===== config.mk =====
export PLATFORM = sky130hd
export DESIGN_NAME = fpu_writeback_flat
export DESIGN_NICKNAME = d
export VERILOG_FILES = /design/src/rtl/fpu_writeback_if.sv /design/src/rtl/fpu_writeback.sv /design/src/flat_wrapper.sv
export SDC_FILE = /design/constraint.sdc
export NUM_CORES = 1
export LEC_CHECK = 0
export CAP_MARGIN = 25
export CORE_AREA = 5 5 137 139
export DETAILED_ROUTE_END_ITERATION = 12
export DIE_AREA = 0 0 142 144
export GPL_TIMING_DRIVEN = 0
export PLACE_DENSITY = 0.84
export SYNTH_ARGS = -nofsm -noshare
export SYNTH_HDL_FRONTEND = slang
export SYNTH_SLANG_ARGS = --single-unit

===== constraint.sdc =====
create_clock -name clk -period 2.2 [get_ports clk]
set_clock_uncertainty 0.1 [all_clocks]
set_input_delay 0.55 -clock clk [delete_from_list [all_inputs] [get_ports clk]]
set_output_delay 0.55 -clock clk [all_outputs]
set_load 0.005 [all_outputs]

===== src/rtl/fpu_writeback_if.sv =====
// Handshake bundle between the FPU datapath, the writeback stage and the register files.
// The writeback stage uses the slave view; the environment driving it uses master.
interface fpu_writeback_if #(
  parameter int XLEN = 64,
  parameter int FLEN = 32
);
  logic            in_valid;
  logic            in_ready;
  logic [4:0]      in_ftype;
  logic [4:0]      in_rd;
  logic [FLEN-1:0] in_farith;
  logic [31:0]     in_w_cvt;
  logic [63:0]     in_l_cvt;
  logic            in_cmp;
  logic [XLEN-1:0] in_class;
  logic [4:0]      in_flags;
  logic            wb_valid;
  logic            wb_ready;
  logic            wb_is_fp;
  logic [4:0]      wb_rd;
  logic [XLEN-1:0] wb_data;

  modport slave (
    input  in_valid, in_ftype, in_rd, in_farith, in_w_cvt, in_l_cvt,
           in_cmp, in_class, in_flags, wb_ready,
    output in_ready, wb_valid, wb_is_fp, wb_rd, wb_data
  );

  modport master (
    output in_valid, in_ftype, in_rd, in_farith, in_w_cvt, in_l_cvt,
           in_cmp, in_class, in_flags, wb_ready,
    input  in_ready, wb_valid, wb_is_fp, wb_rd, wb_data
  );
endinterface


===== src/rtl/fpu_writeback.sv =====
// FPU writeback stage: formats results to XLEN, buffers them in a 2-entry FIFO
// and retires them to the register files while accruing sticky fflags.
module fpu_writeback #(
  parameter int XLEN     = 64,
  parameter int EXPWIDTH = 8,
  parameter int SIGWIDTH = 24
) (
  input  logic       clk,
  input  logic       rst,
  input  logic       flush,
  fpu_writeback_if.slave io,
  input  logic       csr_we,
  input  logic [4:0] csr_wdata,
  output logic [4:0] fflags,
  output logic       illegal_ftype
);
  localparam int FLEN = EXPWIDTH + SIGWIDTH;

  logic [1:0]      count_q, count_d;
  logic            wr_ptr_q, wr_ptr_d;
  logic            rd_ptr_q, rd_ptr_d;
  logic [XLEN-1:0] data_q  [2];
  logic [XLEN-1:0] data_d  [2];
  logic            is_fp_q [2];
  logic            is_fp_d [2];
  logic [4:0]      rd_q    [2];
  logic [4:0]      rd_d    [2];
  logic [4:0]      flags_q [2];
  logic [4:0]      flags_d [2];
  logic [4:0]      fflags_q, fflags_d;
  logic            illegal_q, illegal_d;

  logic            accept, retire, legal, enq, deq;
  logic            fmt_fp;
  logic [XLEN-1:0] fmt_data;
  logic [4:0]      retire_flags;

  always_comb begin
    fmt_fp   = 1'b0;
    fmt_data = '0;
    case (io.in_ftype)
      5'd0, 5'd1, 5'd2, 5'd3, 5'd4, 5'd5, 5'd6, 5'd7, 5'd8,
      5'd13, 5'd14, 5'd15, 5'd16, 5'd17: begin
        fmt_fp   = 1'b1;
        fmt_data = {{(XLEN-FLEN){1'b1}}, io.in_farith};
      end
      // fcvt.wu is sign-extended as well, matching RV64 convention
      5'd9, 5'd10:         fmt_data = {{(XLEN-32){io.in_w_cvt[31]}}, io.in_w_cvt};
      5'd11, 5'd12:        fmt_data = io.in_l_cvt;
      5'd18, 5'd19, 5'd20: fmt_data = {{(XLEN-1){1'b0}}, io.in_cmp};
      5'd21:               fmt_data = io.in_class;
      default: begin
        fmt_fp   = 1'b0;
        fmt_data = '0;
      end
    endcase
  end

  always_comb begin
    accept   = io.in_valid & io.in_ready;
    retire   = io.wb_valid & io.wb_ready;
    legal    = io.in_ftype <= 5'd21;
    enq      = accept & legal & ~flush;
    deq      = retire & ~flush;

    count_d  = count_q;
    wr_ptr_d = wr_ptr_q;
    rd_ptr_d = rd_ptr_q;
    data_d   = data_q;
    is_fp_d  = is_fp_q;
    rd_d     = rd_q;
    flags_d  = flags_q;

    if (flush) begin
      count_d  = '0;
      wr_ptr_d = 1'b0;
      rd_ptr_d = 1'b0;
    end else begin
      if (enq) begin
        data_d[wr_ptr_q]  = fmt_data;
        is_fp_d[wr_ptr_q] = fmt_fp;
        rd_d[wr_ptr_q]    = io.in_rd;
        flags_d[wr_ptr_q] = io.in_flags;
        wr_ptr_d          = ~wr_ptr_q;
      end
      if (deq) rd_ptr_d = ~rd_ptr_q;
      count_d = count_q + {1'b0, enq} - {1'b0, deq};
    end

    // Flags of an entry retiring alongside a CSR write are merged, never dropped
    retire_flags = deq ? flags_q[rd_ptr_q] : '0;
    fflags_d     = csr_we ? (csr_wdata | retire_flags) : (fflags_q | retire_flags);
    illegal_d    = accept & ~legal & ~flush;
  end

  always_ff @(posedge clk) begin
    if (rst) begin
      count_q   <= '0;
      wr_ptr_q  <= 1'b0;
      rd_ptr_q  <= 1'b0;
      data_q    <= '{default: '0};
      is_fp_q   <= '{default: 1'b0};
      rd_q      <= '{default: '0};
      flags_q   <= '{default: '0};
      fflags_q  <= '0;
      illegal_q <= 1'b0;
    end else begin
      count_q   <= count_d;
      wr_ptr_q  <= wr_ptr_d;
      rd_ptr_q  <= rd_ptr_d;
      data_q    <= data_d;
      is_fp_q   <= is_fp_d;
      rd_q      <= rd_d;
      flags_q   <= flags_d;
      fflags_q  <= fflags_d;
      illegal_q <= illegal_d;
    end
  end

  assign io.in_ready    = (count_q != 2'd2);
  assign io.wb_valid    = (count_q != 2'd0);
  assign io.wb_is_fp    = is_fp_q[rd_ptr_q];
  assign io.wb_rd       = rd_q[rd_ptr_q];
  assign io.wb_data     = data_q[rd_ptr_q];
  assign fflags         = fflags_q;
  assign illegal_ftype  = illegal_q;
endmodule


===== src/flat_wrapper.sv =====
// flat-port wrapper written by rule: the top's interface ports become plain ports
module fpu_writeback_flat 
#(
  parameter int XLEN     = 64,
  parameter int EXPWIDTH = 8,
  parameter int SIGWIDTH = 24
)
  (clk, rst, flush, csr_we, csr_wdata, fflags, illegal_ftype, io_in_valid, io_in_ftype, io_in_rd, io_in_farith, io_in_w_cvt, io_in_l_cvt, io_in_cmp, io_in_class, io_in_flags, io_wb_ready, io_in_ready, io_wb_valid, io_wb_is_fp, io_wb_rd, io_wb_data);
  fpu_writeback_if #(.XLEN(XLEN), .FLEN(32)) io_i ();
  input  logic clk;
  input  logic rst;
  input  logic flush;
  input  logic csr_we;
  input  logic [4:0] csr_wdata;
  output logic [4:0] fflags;
  output logic illegal_ftype;
  input wire logic [$bits(io_i.in_valid)-1:0] io_in_valid;
  input wire logic [$bits(io_i.in_ftype)-1:0] io_in_ftype;
  input wire logic [$bits(io_i.in_rd)-1:0] io_in_rd;
  input wire logic [$bits(io_i.in_farith)-1:0] io_in_farith;
  input wire logic [$bits(io_i.in_w_cvt)-1:0] io_in_w_cvt;
  input wire logic [$bits(io_i.in_l_cvt)-1:0] io_in_l_cvt;
  input wire logic [$bits(io_i.in_cmp)-1:0] io_in_cmp;
  input wire logic [$bits(io_i.in_class)-1:0] io_in_class;
  input wire logic [$bits(io_i.in_flags)-1:0] io_in_flags;
  input wire logic [$bits(io_i.wb_ready)-1:0] io_wb_ready;
  output wire logic [$bits(io_i.in_ready)-1:0] io_in_ready;
  output wire logic [$bits(io_i.wb_valid)-1:0] io_wb_valid;
  output wire logic [$bits(io_i.wb_is_fp)-1:0] io_wb_is_fp;
  output wire logic [$bits(io_i.wb_rd)-1:0] io_wb_rd;
  output wire logic [$bits(io_i.wb_data)-1:0] io_wb_data;
  assign io_i.in_valid = io_in_valid;
  assign io_i.in_ftype = io_in_ftype;
  assign io_i.in_rd = io_in_rd;
  assign io_i.in_farith = io_in_farith;
  assign io_i.in_w_cvt = io_in_w_cvt;
  assign io_i.in_l_cvt = io_in_l_cvt;
  assign io_i.in_cmp = io_in_cmp;
  assign io_i.in_class = io_in_class;
  assign io_i.in_flags = io_in_flags;
  assign io_i.wb_ready = io_wb_ready;
  assign io_in_ready = io_i.in_ready;
  assign io_wb_valid = io_i.wb_valid;
  assign io_wb_is_fp = io_i.wb_is_fp;
  assign io_wb_rd = io_i.wb_rd;
  assign io_wb_data = io_i.wb_data;
  fpu_writeback #(.XLEN(XLEN), .EXPWIDTH(EXPWIDTH), .SIGWIDTH(SIGWIDTH)) u_core (.clk(clk), .rst(rst), .flush(flush), .io(io_i), .csr_we(csr_we), .csr_wdata(csr_wdata), .fflags(fflags), .illegal_ftype(illegal_ftype));
endmodule

==> results of run 1 <==
-- layout make-up --
| cell class | instances | area (um^2) | area share (%) |
|---|---|---|---|
| Tap cell | 229 | 286.5 | 2.354 |
| Clock buffer | 17 | 425.4 | 3.494 |
| Sequential cell | 160 | 3208 | 26.35 |
| Inverter | 4 | 15.01 | 0.1233 |
| Multi-Input combinational cell | 562 | 4119 | 33.83 |
| Clock inverter | 15 | 182.7 | 1.501 |
| Timing Repair Buffer | 327 | 3327 | 27.33 |
| Buffer | 84 | 610.6 | 5.015 |
-- routing by layer --
| metal | up-vias | routed length (um) | part of all wire [%] |
|---|---|---|---|
| li1 | 3739 | - | - |
| met1 | 3813 | 11520 | 40 |
| met2 | 312 | 14680 | 51 |
| met3 | 39 | 2306 | 7.9 |
| met4 | 2 | 544 | 1.9 |
| met5 | - | 14 | 0.048 |
-- critical path: cells and delay by family, from the launching register on --
kind     cells  cell delay, ns
flops        1            0.36
mux          1            0.29
buf+inv      5            0.69
-- logic make-up (layout without fill, tap and decap cells) --
group,after synthesis,after routing,synth area share [%]
AO/OA/AOI/OAI,261,261,26.93
buffers and inverters,90,447,5.487
multiplexers,80,80,11.96
flip-flops,160,160,42.82
XOR/XNOR,5,5,0.5856
AND/OR/NAND/NOR,214,214,11.88
adder cells (fa/ha/maj),2,2,0.3345
-- registers in the layout (all words and copies together), names as in the netlist --
name,count
u_core.count_q,2
u_core.data_q,128
u_core.fflags,5
u_core.flags_q,10
u_core.illegal_ftype,1
u_core.is_fp_q,2
u_core.rd_ptr_q,1
u_core.rd_q,10
u_core.wr_ptr_q,1
-- metrics by stage --
step,util [%],total power [mW],TNS [ns]
final,69.43,7.495,-5.748
after global placement,60.85,4.355,-165.33
after CTS,67.77,7.462,-6.055
after global routing,69.43,7.772,-8.327
after floorplan,-,3.625,0
after detailed placement,60.85,4.375,-166.35
-- report_power, final --
group / total, mW / switching (mW) / internal (mW)
Clock: 3.07 / 1.27 / 1.80
Sequential: 3.08 / 0.0634 / 3.01
Combinational: 1.35 / 0.556 / 0.789
Total: 7.49 / 1.89 / 5.61
-- repair_timing --
| action | 4_1_cts | 5_1_grt |
|---|---|---|
| cloned | 3 | 1 |
| setup endpoints to repair | 222 | 141 |
| setup buffers | 19 | 18 |
| pin swaps | 2 | 10 |
| gates resized for setup | 379 | 64 |
| endpoints found under the hold margin | 0 | 0 |
-- synthesized netlist by cell type (3+ instances only) --
| library cell | n |
|---|---|
| dfxtp_1 | 160 |
| nor2_1 | 138 |
| a22oi_1 | 94 |
| mux2_2 | 75 |
| a211oi_1 | 65 |
| a311oi_1 | 64 |
| clkbuf_1 | 53 |
| nand2_1 | 46 |
| a21oi_1 | 26 |
| buf_2 | 19 |
| nor3_1 | 8 |
| buf_4 | 7 |
| mux2i_1 | 5 |
| nand2b_1 | 5 |
| buf_1 | 4 |
| inv_1 | 4 |
| nor2b_1 | 4 |
| buf_6 | 3 |
| xor2_1 | 3 |
-- final timing paths --
path	slack, ns	endpoint
setup / recovery	-0.21	io_wb_data[39]
hold / removal	0.35	u_core.rd_q[9]
setup reg to reg	0.23	u_core.data_q[22]
hold reg to reg	0.35	u_core.rd_q[9]
==> metrics.md, run 1 <==
| Metric | Value |
|---|---|
| Outcome | `complete, but fails checks` |
| Failing checks | `negative setup slack` |
| Commonest cells after routing, fill and taps aside | `clkdlybuf4s50_1, dfxtp_1, nor2_1, a22oi_1` |
| Crit path largest cell delay | `roughly 0.36 ns` |
| First-pass GRT wire length | `42520 um` |
| Register-to-Register Path Depth | `6` |
| Width of the die | `roughly 140 um` |
| Iter 0 DRT Violations | `552` |
| Layout net count | `about 1400` |
| Clk sink count | `160` |
| Post-synth EDFFs | `0` |
| Area grow syn2layout | `62.76%` |
| Met3 usage | `between 6 and 7%` |
| Placed instance area | `between 10000 and 15000 um^2` |
| Hold slack | `approximately 0.35 ns` |
| Total power density per cell area | `around 620 nW/um^2` |
| CTS tree | `done` |
| H-tree levels | `4` |
| Worst-Margin Slew | `0.7202 ns` |
| Hold path depth | `2` |
| Area leader, netlist | `dfxtp_1` |
| Cell Count Post-Placement | `roughly 1300` |
| Post-Syn Nets | `slightly above 1000` |
| Mapped Cells | `~800` |
| Die Ht | `144 um` |
| Tcrit/Tclk final | `109.6%` |
| Data required time at the worst endpoint | `~1.6 ns` |
| GR peak layer | `met2` |
| Slew headroom | `around 52%` |
| Syn_area_per_cell | `between 9 and 10 um^2` |
| Port bufs | `290` |
| Vias in the first global route | `8026` |
| # hold bufs at CTS | `0` |
| Max Slew Vio Count | `0` |
| Endpoints failing hold | `0` |
| Max VDD drop | `approximately 0.49 mV` |
| Commonest non-fill, non-tap cell in the layout | `clkdlybuf4s50_1` |
| Max Cap Viol | `0` |
| Area share of the largest cell type after synthesis | `a little over two fifths` |
| Netlist Area Pre-Place | `about 7500 um^2` |
| Vias | `between 7000 and 8000` |
| Met1 Track Usage GR | `between 30 and 40%` |
| Row count | `49` |
| Clock root buffer | `clkbuf_16` |
| Unrepaired setup endpoints after global routing | `true` |
| Yosys reg bits | `160` |
| HP Start | `u_core.rd_q[9]` |
| Initial antenna violation count | `1` |
| Fmax | `slightly above 400 MHz` |
| Gr ovfl total | `0` |
| CP Cell Sequence | `clkbuf_16, buf_6, clkbuf_16, buf_12, mux2_4, buf_6` |
| Post-layout instance area | `12170 um^2` |
| Dpl hpwl | `about 21000 um` |
| Worst r2r src | `u_core.wr_ptr_q` |
| Remaining antenna violation count after routing | `0` |
| Main synth FF type | `dfxtp_1` |
| Wire per inst | `between 20 and 25 um` |
| Sequential area share after synthesis | `a little over two fifths` |
| Pre-CTS setup slack | `-0.9435 ns` |
| Pin count of the biggest net entering global routing | `17` |
| Hold/Removal Path Class | `flip-flop to flip-flop` |
| Top Ports | `about 300` |
| Crit path kind | `flip-flop to output port` |
| CP max-delay cell | `dfxtp_4` |
| Clk Latency, worst-skew pair | `~0.41 ns` |
| Startpoint Class | `flip-flop` |
| Critical path peak fanout | `5` |
| Area contributors post-synth | `dfxtp_1, mux2_2, a22oi_1` |
| Gpl congestion | `between 0.7 and 0.8` |
| Fillers | `~1300` |
| Non-filler cells, final | `roughly 1400` |
| Unique cell type count in the Yosys netlist | `43` |
| Diode count | `0` |
| Crit path DAT | `~1.8 ns` |
| Clock Path Buffers | `2` |
| Worst Setup End Kind | `output port` |
| Cts bufs inserted | `17` |
| GRT met2 Usage | `around 47%` |
| Leak Pwr | `roughly 4.4 nW` |
| Initial Util | `42.66%` |
| Final setup viols | `55` |
| DR DRC count | `0` |
| Die area | `about 20000 um^2` |
| DRT Wirelength | `around 29000 um` |
| Vias/cell | `approximately 5.7` |
| Clock transition at path regs | `roughly 0.06 ns` |
| Final worst path period need | `2.410 ns` |
| Asr flop ratio synth | `0%` |
| Drt first pass iters | `5` |
| Core Region | `17530 um^2` |
| Ys Warns | `0` |
| Crit path from | `u_core.rd_ptr_q` |
| Layout cells sized above 1 | `between 20% and 30%` |
| Tot GR Track Use | `26.33%` |
| Worst Setup Slack, final | `-0.2102 ns` |
(Power assumes the default switching activity.)
==> run 2: changes to the inputs <==
--- a/config.mk
+++ b/config.mk
@@ -6,11 +6,11 @@
 export NUM_CORES = 1
 export LEC_CHECK = 0
 export CAP_MARGIN = 25
-export CORE_AREA = 5 5 137 139
+export CORE_AREA = 5 5 133 135
 export DETAILED_ROUTE_END_ITERATION = 12
-export DIE_AREA = 0 0 142 144
+export DIE_AREA = 0 0 138 140
 export GPL_TIMING_DRIVEN = 0
-export PLACE_DENSITY = 0.84
+export PLACE_DENSITY = 0.88
 export SYNTH_ARGS = -nofsm -noshare
 export SYNTH_HDL_FRONTEND = slang
 export SYNTH_SLANG_ARGS = --single-unit
==> constraint.sdc (replaced) <==
create_clock -name clk -period 2.91 [get_ports clk]
set_clock_uncertainty 0.1 [all_clocks]
set_input_delay 0.7275 -clock clk [delete_from_list [all_inputs] [get_ports clk]]
set_output_delay 0.7275 -clock clk [all_outputs]
set_load 0.005 [all_outputs]
==> metrics.md, run 2 (synthesis results as in run 1) <==
| Metric | Value |
|---|---|
| Worst-Margin Slew | `slightly below 0.7 ns` |
| Port bufs | `290` |
| Core Region | `16350 um^2` |
| Remaining antenna violation count after routing | `0` |
| Unrepaired setup endpoints after global routing | `false` |
| Die Ht | `140 um` |
| Width of the die | `around 140 um` |
| Hold path depth | `2` |
| Tot GR Track Use | `~27%` |
| Vias/cell | `approximately 5.7` |
| Max VDD drop | `0.4322 mV` |
| Dpl hpwl | `between 20000 and 25000 um` |
| Area grow syn2layout | `51.37%` |
| Iter 0 DRT Violations | `475` |
| DR DRC count | `0` |
| Gpl congestion | `0.8959` |
| Most flop-heavy register | `u_core.data_q` |
| Hold slack | `0.3568 ns` |
| Leak Pwr | `roughly 3.9 nW` |
| Gr ovfl total | `0` |
| Data required time at the worst endpoint | `2.08 ns` |
| Largest regs | `u_core.data_q x128, u_core.flags_q x10, u_core.rd_q x10` |
| Layout net count | `between 1000 and 1500` |
| Vias | `approximately 7700` |
| Max Cap Viol | `0` |
| Vias in the first global route | `8035` |
| Total power density per cell area | `477.4 nW/um^2` |
| Die area | `19320 um^2` |
| Wire per inst | `between 20 and 25 um` |
| Cts bufs inserted | `17` |
| Commonest non-fill, non-tap cell in the layout | `clkdlybuf4s50_1` |
| CTS tree | `done` |
| Max reg flops | `128` |
| Pin count of the biggest net entering global routing | `17` |
| Hold/Removal Path Class | `flip-flop to flip-flop` |
| Initial Util | `45.75%` |
| Total power | `5.406 mW` |
| First-pass GRT wire length | `about 42000 um` |
| Slew headroom | `a little over half` |
| Diode count | `0` |
| Crit path DAT | `approximately 2.0 ns` |
| Clock Path Buffers | `2` |
| Fmax | `~350 MHz` |
| Clock transition at path regs | `approximately 0.070 ns` |
| Outcome | `completed` |
| Clk sink count | `160` |
| DRT Wirelength | `27520 um` |
| Endpoints failing hold | `0` |
| Row count | `47` |
| Layout cells sized above 1 | `14.60%` |
| Initial antenna violation count | `1` |
| Max Slew Vio Count | `0` |
| Top Ports | `slightly below 300` |
| Worst Setup End Kind | `output port` |
| Critical path peak fanout | `10` |
| Drt first pass iters | `4` |
| Startpoint Class | `flip-flop` |
| Crit path kind | `flip-flop to output port` |
| Clk Latency, worst-skew pair | `roughly 0.43 ns` |
| Tcrit/Tclk final | `97.75%` |
| Final setup viols | `0` |
| H-tree levels | `4` |
| Register-to-Register Path Depth | `7` |
| Commonest cells after routing, fill and taps aside | `clkdlybuf4s50_1, dfxtp_1, nor2_1, a22oi_1, mux2_2` |
| Final worst path period need | `roughly 2.8 ns` |
| Clock root buffer | `clkbuf_16` |
run 2: metal layers:
| metal | routed length [um] | part of all wire, % | vias up | GRT usage (%) |
|---|---|---|---|---|
| li1 | - | - | 3674 | - |
| met1 | 11110 | 40 | 3680 | 32.49 |
| met2 | 13310 | 48 | 333 | 46.27 |
| met3 | 2171 | 7.9 | 59 | 8.044 |
| met4 | 898 | 3.3 | 2 | 10.56 |
| met5 | 20 | 0.073 | - | 0 |
run 2: critical path, stage by stage (launching register included):
cell and delay [ns]:
dfxtp_2 0.37, clkbuf_8 0.20, clkbuf_8 0.19, mux2_2 0.37, clkdlybuf4s50_1 0.46
run 2: layout make-up:
class	instances	area [um^2]
Buffer	86	462.9
Clock buffer	18	439.2
Clock inverter	14	123.9
Fill cell	1306	5026
Inverter	4	15.01
Multi-Input combinational cell	562	3876
Sequential cell	160	3204
Tap cell	220	275.3
Timing Repair Buffer	293	2925
run 2: where the power goes:
group / total (mW) / switching [mW] / leakage (nW) / internal (mW)
registers: 2.32 / 0.0433 / 1.30 / 2.28
logic: 0.945 / 0.390 / 2.31 / 0.555
clock network: 2.14 / 0.994 / 0.273 / 1.14
run 2: stage by stage:
stage / utilization (%) / worst slack (ns) / setup TNS [ns] / area, um^2 / std cells
after global routing: 69.26 / 0.002648 / 0 / 11320 / 1357
final: 69.26 / 0.06559 / 0 / 11320 / 1357
after global placement: 65.19 / -0.3746 / -52.26 / 10660 / 1322
after CTS: 69.11 / 0.02445 / 0 / 11300 / 1357
after detailed placement: 65.19 / -0.4006 / -55.64 / 10660 / 1322
after floorplan: - / 0.6635 / 0 / 7480 / 812
run 2: timing repair:
| action | in CTS | in global routing |
|---|---|---|
| resized for setup | 19 | 23 |
| hold buffers | 0 | 0 |
| pin swaps | 0 | 0 |
| endpoints found under the setup margin | 70 | 113 |
| buffers inserted | 3 | 0 |
run 2: final timing paths:
kind / start / end / slack, ns
hold / removal: u_core.flags_q[0] / u_core.flags_q[0] / 0.36
hold reg to reg: u_core.flags_q[0] / u_core.flags_q[0] / 0.36
setup / recovery: u_core.rd_ptr_q / io_wb_data[46] / 0.07
setup reg to reg: u_core.count_q[0] / u_core.data_q[122] / 0.65
==> run 3: changes to the inputs <==
--- a/config.mk
+++ b/config.mk
@@ -11,6 +11,7 @@
 export DIE_AREA = 0 0 138 140
 export GPL_TIMING_DRIVEN = 0
 export PLACE_DENSITY = 0.88
+export SKIP_LAST_GASP = 1
 export SYNTH_ARGS = -nofsm -noshare
 export SYNTH_HDL_FRONTEND = slang
 export SYNTH_SLANG_ARGS = --single-unit
==> results of run 3 <==
Final layout, timing and power as in run 2 (identical DEF).
